===== config.mk =====
export PLATFORM = sky130hd
export DESIGN_NAME = vending_controller
export DESIGN_NICKNAME = d
export VERILOG_FILES = /design/src/rtl/vending_pkg.sv /design/src/rtl/seg7_decoder.sv /design/src/rtl/vending_controller.sv
export SDC_FILE = /design/constraint.sdc
export NUM_CORES = 1
export LEC_CHECK = 0
export ABC_AREA = 1
export BUFFER_PORTS_ARGS = -buffer_cell sky130_fd_sc_hd__buf_2
export CORE_AREA = 2 2 93 118
export CTS_CLUSTER_DIAMETER = 30
export DETAILED_ROUTE_END_ITERATION = 7
export DIE_AREA = 0 0 95 120
export PLACE_DENSITY_LB_ADDON = 0.3
export REMOVE_ABC_BUFFERS = 1
export SLEW_MARGIN = 20
export SYNTH_ARGS = -nofsm -noshare
export SYNTH_HDL_FRONTEND = slang
export SYNTH_HIERARCHICAL = 1
export SYNTH_SLANG_ARGS = --single-unit

===== constraint.sdc =====
create_clock -name clk -period 17.4 [get_ports clk]
set_input_delay 5.22 -clock clk [delete_from_list [all_inputs] [get_ports clk]]
set_output_delay 5.22 -clock clk [all_outputs]
set_load 0.01 [all_outputs]

===== src/rtl/vending_pkg.sv =====
// Shared types, segment constants and BCD helper for the vending controller.
package vending_pkg;

    typedef enum logic [1:0] {
        IDLE   = 2'd0,
        PAY    = 2'd1,
        VEND   = 2'd2,
        CHANGE = 2'd3
    } state_t;

    // Active-low segment patterns, bit order {g,f,e,d,c,b,a}
    localparam logic [6:0] SEG_DIGITS [0:9] = '{
        7'b1000000, 7'b1111001, 7'b0100100, 7'b0110000, 7'b0011001,
        7'b0010010, 7'b0000010, 7'b1111000, 7'b0000000, 7'b0010000
    };

    // Shown for any nibble outside 0..9
    localparam logic [6:0] SEG_DEFAULT = 7'b1001000;

    // Split 0..99 into {tens, units} by repeated compare/subtract
    function automatic logic [7:0] bin2bcd_2digit(input logic [6:0] value);
        logic [6:0] rem;
        logic [3:0] tens;
        rem  = value;
        tens = 4'd0;
        for (int i = 0; i < 9; i++) begin
            if (rem >= 7'd10) begin
                rem  = rem - 7'd10;
                tens = tens + 4'd1;
            end
        end
        return {tens, rem[3:0]};
    endfunction

endpackage


===== src/rtl/seg7_decoder.sv =====
// One decimal digit to active-low 7-segment pattern.
import vending_pkg::*;

module seg7_decoder (
    input  logic [3:0] digit,
    output logic [6:0] seg
);

    // Table lookup; anything above 9 shows the fallback pattern
    always_comb begin
        seg = SEG_DEFAULT;
        case (digit)
            4'd0: seg = SEG_DIGITS[0];
            4'd1: seg = SEG_DIGITS[1];
            4'd2: seg = SEG_DIGITS[2];
            4'd3: seg = SEG_DIGITS[3];
            4'd4: seg = SEG_DIGITS[4];
            4'd5: seg = SEG_DIGITS[5];
            4'd6: seg = SEG_DIGITS[6];
            4'd7: seg = SEG_DIGITS[7];
            4'd8: seg = SEG_DIGITS[8];
            4'd9: seg = SEG_DIGITS[9];
            default: seg = SEG_DEFAULT;
        endcase
    end

endmodule


===== src/rtl/vending_controller.sv =====
// Multi-product vending controller: coin credit, product selection, dispense,
// change/refund and a two-digit active-low display.
import vending_pkg::*;

module vending_controller #(
    parameter int                          NUM_PRODUCTS   = 4,
    parameter int                          NUM_COINS      = 4,
    parameter logic [8*NUM_PRODUCTS-1:0]   PRICES         = {8'd15, 8'd10, 8'd12, 8'd20},
    parameter logic [8*NUM_COINS-1:0]      COIN_VALUES    = {8'd5, 8'd3, 8'd2, 8'd1},
    parameter int                          MAX_CREDIT     = 99,
    parameter int                          TIMEOUT_CYCLES = 250_000_000
) (
    input  logic                            clk,
    input  logic                            reset,
    input  logic [NUM_COINS-1:0]            coin_btn,
    input  logic [NUM_PRODUCTS-1:0]         select,
    input  logic                            cancel,
    output logic [NUM_PRODUCTS-1:0]         product_led,
    output logic                            dispense,
    output logic [$clog2(NUM_PRODUCTS)-1:0] dispense_id,
    output logic                            change_valid,
    output logic [6:0]                      change_amount,
    output logic                            coin_reject,
    output logic [6:0]                      disp_low,
    output logic [6:0]                      disp_high
);

    localparam int ID_W  = $clog2(NUM_PRODUCTS);
    localparam int TMR_W = (TIMEOUT_CYCLES > 1) ? $clog2(TIMEOUT_CYCLES) : 1;
    localparam int SUM_W = 8 + $clog2(NUM_COINS + 1);

    state_t             state, state_nxt;
    logic [6:0]         credit, credit_nxt;
    logic [ID_W-1:0]    sel, sel_nxt, sel_idx;
    logic [TMR_W-1:0]   timer, timer_nxt;
    logic [NUM_COINS-1:0] coin_press;
    logic [SUM_W-1:0]   coin_sum, credit_plus;
    logic               coin_any, coins_open, coin_ok, sel_any;
    logic [7:0]         price_sel;
    logic [6:0]         disp_value;
    logic [7:0]         bcd;
    logic [6:0]         seg_low, seg_high;

    genvar g;
    generate
        for (g = 0; g < NUM_COINS; g++) begin : g_coin_sync
            logic meta, sync0, sync1;
            // Two-flop synchroniser plus history flop; idle-high so reset release is edge-free
            always_ff @(posedge clk or posedge reset) begin
                if (reset) begin
                    meta  <= 1'b1;
                    sync0 <= 1'b1;
                    sync1 <= 1'b1;
                end else begin
                    meta  <= coin_btn[g];
                    sync0 <= meta;
                    sync1 <= sync0;
                end
            end
            assign coin_press[g] = sync1 & ~sync0;
        end
    endgenerate

    // Sum all coins pressed this cycle and decide accept/reject as one unit
    always_comb begin
        coin_sum = '0;
        for (int i = 0; i < NUM_COINS; i++) begin
            if (coin_press[i]) coin_sum = coin_sum + SUM_W'(COIN_VALUES[8*i +: 8]);
        end
        credit_plus = SUM_W'(credit) + coin_sum;
        coin_any    = |coin_press;
        coins_open  = (state == IDLE) || (state == PAY);
        coin_ok     = coins_open && coin_any && (credit_plus <= SUM_W'(MAX_CREDIT));
        coin_reject = coin_any && !coin_ok;
    end

    // Lowest set select bit wins
    always_comb begin
        sel_any = |select;
        sel_idx = '0;
        for (int i = NUM_PRODUCTS - 1; i >= 0; i--) begin
            if (select[i]) sel_idx = ID_W'(i);
        end
    end

    assign price_sel = PRICES[8*sel +: 8];

    // Next-state, credit bookkeeping and per-state outputs
    always_comb begin
        state_nxt     = state;
        credit_nxt    = credit;
        sel_nxt       = sel;
        timer_nxt     = '0;
        dispense      = 1'b0;
        dispense_id   = '0;
        change_valid  = 1'b0;
        change_amount = '0;
        disp_value    = credit;
        if (coin_ok) credit_nxt = credit_plus[6:0];
        case (state)
            IDLE: begin
                if (sel_any) begin
                    sel_nxt   = sel_idx;
                    state_nxt = PAY;
                end else if (cancel && credit != 7'd0) begin
                    state_nxt = CHANGE;
                end
            end
            PAY: begin
                disp_value = ({1'b0, credit} >= price_sel) ? 7'd0 : price_sel[6:0] - credit;
                timer_nxt  = timer + 1'b1;
                if (coin_ok) timer_nxt = '0;
                if (sel_any) begin
                    sel_nxt   = sel_idx;
                    timer_nxt = '0;
                end
                // A selection arriving this cycle may change the price, so vend waits a cycle
                if (cancel || timer == TMR_W'(TIMEOUT_CYCLES - 1)) begin
                    state_nxt = CHANGE;
                end else if (!sel_any && {1'b0, credit} >= price_sel) begin
                    state_nxt = VEND;
                end
            end
            VEND: begin
                dispense    = 1'b1;
                dispense_id = sel;
                credit_nxt  = credit - price_sel[6:0];
                sel_nxt     = '0;
                state_nxt   = ({1'b0, credit} != price_sel) ? CHANGE : IDLE;
            end
            CHANGE: begin
                change_valid  = 1'b1;
                change_amount = credit;
                credit_nxt    = 7'd0;
                sel_nxt       = '0;
                state_nxt     = IDLE;
            end
            default: state_nxt = IDLE;
        endcase
    end

    // Control state register
    always_ff @(posedge clk or posedge reset) begin
        if (reset) begin
            state  <= IDLE;
            credit <= 7'd0;
            sel    <= '0;
            timer  <= '0;
        end else begin
            state  <= state_nxt;
            credit <= credit_nxt;
            sel    <= sel_nxt;
            timer  <= timer_nxt;
        end
    end

    assign product_led = (state == PAY || state == VEND) ? (NUM_PRODUCTS'(1) << sel) : '0;

    assign bcd = bin2bcd_2digit(disp_value);

    seg7_decoder u_seg_low  (.digit(bcd[3:0]), .seg(seg_low));
    seg7_decoder u_seg_high (.digit(bcd[7:4]), .seg(seg_high));

    // Registered display so the HEX pins are glitch-free
    always_ff @(posedge clk or posedge reset) begin
        if (reset) begin
            disp_low  <= SEG_DIGITS[0];
            disp_high <= SEG_DIGITS[0];
        end else begin
            disp_low  <= seg_low;
            disp_high <= seg_high;
        end
    end

endmodule


==> results.toml <==
[timing]
tightest_slew_ns = 0.778
fin_setup_tns_ns = 0
finalCriticalPeriod_ns = 9.21
setup_viol = 0
timing_hold_violations_final = 0
rsz0062_at_grt = "false"
worst_clock_skew_ns = 0.00607
fin_crit_sh_pct = 52.9
fmax_mhz = 109
maxSlewHeadroom_pct = 48.1
fin_ws_ns = 8.19
maxSlewViolCount = 0

[floorplan]
dieArea_sq_mm = 0.0114
start_util_pct = 63.1
die_h_microns = 120
rows = 42
io_pins = 41
core_area_sq_mm = 0.0104
fp.dieW_microns = 95

[clock_network]
cts_hold_buffers = 0
cts_setup_buffers = 0
numCtsBuffers = 9
clock_path_buffers = 2
cts.htree.levels = 3
cts_resized = 0
root_buffer = "clkbuf_16"
clk_pin_slew_ns = 0.06
clk_latency_ns = 0.33
cts.sinks = 65
cts_tree = "done"

[placement]
dp_hpwl_mm = 11.2
io_buffers = 40
dpl_cell_area_sq_mm = 0.00686
dp_worst_setup_slack_ns = 8.25
gp_congestion = 0.936

[synth]
ys_async_sr_fraction_pct = 100
netlist_area_sq_mm = 0.00654
synth-edff-count = 0
ys_types = 49
netlist_instances = 951
avgSynthCellArea_sq_um = 6.87
ys_ff_latch = 65
synth_seq_area_share_pct = 25.1
ys.warnings.count = 6
synthFlopType = "dfrtp_1"

[critical_path]
cpMaxStageDelayCell = "dfrtp_1"
worst-path-max-fanout = 13
cp_top_family = "simple AND/OR/NAND/NOR gates"
cp_num_buf_inv = 14
crit_path_end_kind = "flop"
crit_required_ns = 17.65
critPathLaunchType = "flop"
cp_data_arrival_time_ns = 9.46
cp_common_cell = "nand2_1"
slowest_delay_ns = 0.51
path_class = "flop to flop"

[route]
num_vias = 5979
antenna_left = 0
via_per_inst = 5.29
totalWireLength_mm = 14.0
routedWlPerCell_microns = 12.4
drtPass1Iterations = 5
drtIter0Drc = 374
drcViolationCount = 0

[layout]
fillCellCount = 912
fin_area_sq_mm = 0.00713
area_growth_pct = 9.07
layout-drive-gt1-share_pct = 20.0
num-nets-final = 1054
layout_common_cells = "nand2_1, inv_1, nor2_1"
diodes = 0
layout_commonest_cell = "nand2_1"

[grt]
antenna_found_initial = 0
gr-usage-all-layers_pct = 25.9
grt_overflow = 0
grt_pass1_vias = 5733
grt_pass1_wl_mm = 24.3
grt_max_degree = 66

[job]
drv_cap = 0

[status]
status = "complete, no violations"

[worst_hold_path]
hp-class = "flop to flop"
synth_stat cells, types with 2 or more instances:
cell,n,area (sq um)
o22ai_1,5,31.3
nand2_8,2,40.0
clkbuf_1,4,15.0
nand4_1,22,138
clkinv_1,2,7.51
nor3_1,18,90.1
a21oi_2,4,35.0
nor3b_1,5,37.5
a31oi_1,3,18.8
o21bai_1,3,22.5
inv_1,148,556
xor2_1,17,149
nand3_2,9,90.1
fa_1,3,60.1
o21ai_0,30,150
o32ai_1,2,17.5
nor2_2,7,43.8
o21ai_2,3,26.3
nand2_2,48,300
nand3_1,59,295
dfstp_2,14,368
dfrtp_1,51,1280
nand3b_1,3,22.5
xnor2_1,5,43.8
o211ai_1,4,30.0
nand2_1,232,871
inv_2,14,52.6
nor2_1,85,319
o21ai_1,7,35.0
a21oi_1,37,185
a21o_1,2,15.0
nand3_4,5,87.6
ha_1,46,576
a211oi_1,2,15.0
nand2_4,22,248
buf_4,3,22.5
nor2_4,10,113
nor4_1,4,25.0
metal layers:
| metal | part of all wire (%) | GRT usage [%] |
|---|---|---|
| met4 | 2.2 | 8.15 |
| met5 | 0 | 0 |
| met3 | 3.9 | 3.95 |
| met1 | 42 | 30.2 |
| met2 | 52 | 47.6 |
stage by stage:
stage	hold WS, ns	cells	utilization, %
after global routing	0.357	1131	68.9
after detailed placement	0.348	1115	66.2
final	0.355	1131	68.9
after CTS	0.355	1131	68.9
after global placement	0.347	1115	66.2
after floorplan	0.345	942	-
cell type report:
cell class	instances	area, sq um	area share, %
timing repair buffer	41	208	2.91
clock buffer	11	243	3.40
inverter	165	624	8.76
multi-input combinational	712	4220	59.1
tap	132	165	2.32
clock inverter	5	31.3	0.439
sequential	65	1640	23.1
state kept, by name, indices dropped and copies added (netlist names):
signal             flops
g_coin_sync.meta       4
g_coin_sync.sync0      4
credit                 7
timer                 28
state                  2
g_coin_sync.sync1      4
disp_high              7
disp_low               7
sel                    2
kinds of logic (layout without fill, tap and decap cells):
| kind of cell | after synthesis | count (layout) | share of synthesized area [%] |
|---|---|---|---|
| AOI/OAI and AO/OA | 107 | 107 | 9.63 |
| xor gates and xnor gates | 22 | 22 | 2.95 |
| adders and majority gates | 49 | 49 | 9.72 |
| buffers and inverters | 174 | 222 | 10.4 |
| DFF | 65 | 65 | 25.1 |
| muxes | 1 | 1 | 0.172 |
| and+or+nand+nor | 533 | 533 | 42.0 |
worst paths after layout:
kind	from	end	slack [ns]	cells after the start
setup / recovery	sel[1]	disp_low[3]	8.19	81
hold / removal	g_coin_sync[3].meta	g_coin_sync[3].sync0	0.35	0
setup reg to reg	sel[1]	disp_low[3]	8.19	81
hold reg to reg	g_coin_sync[3].meta	g_coin_sync[3].sync0	0.35	0
max in group asynchronous	reset	disp_high[4]	11.78	3
min in group asynchronous	reset	timer[4]	5.12	3
Power is left out: the tool's default activity adds up to more than one toggle a clock period on the data nets, which glitch-free logic cannot reach.
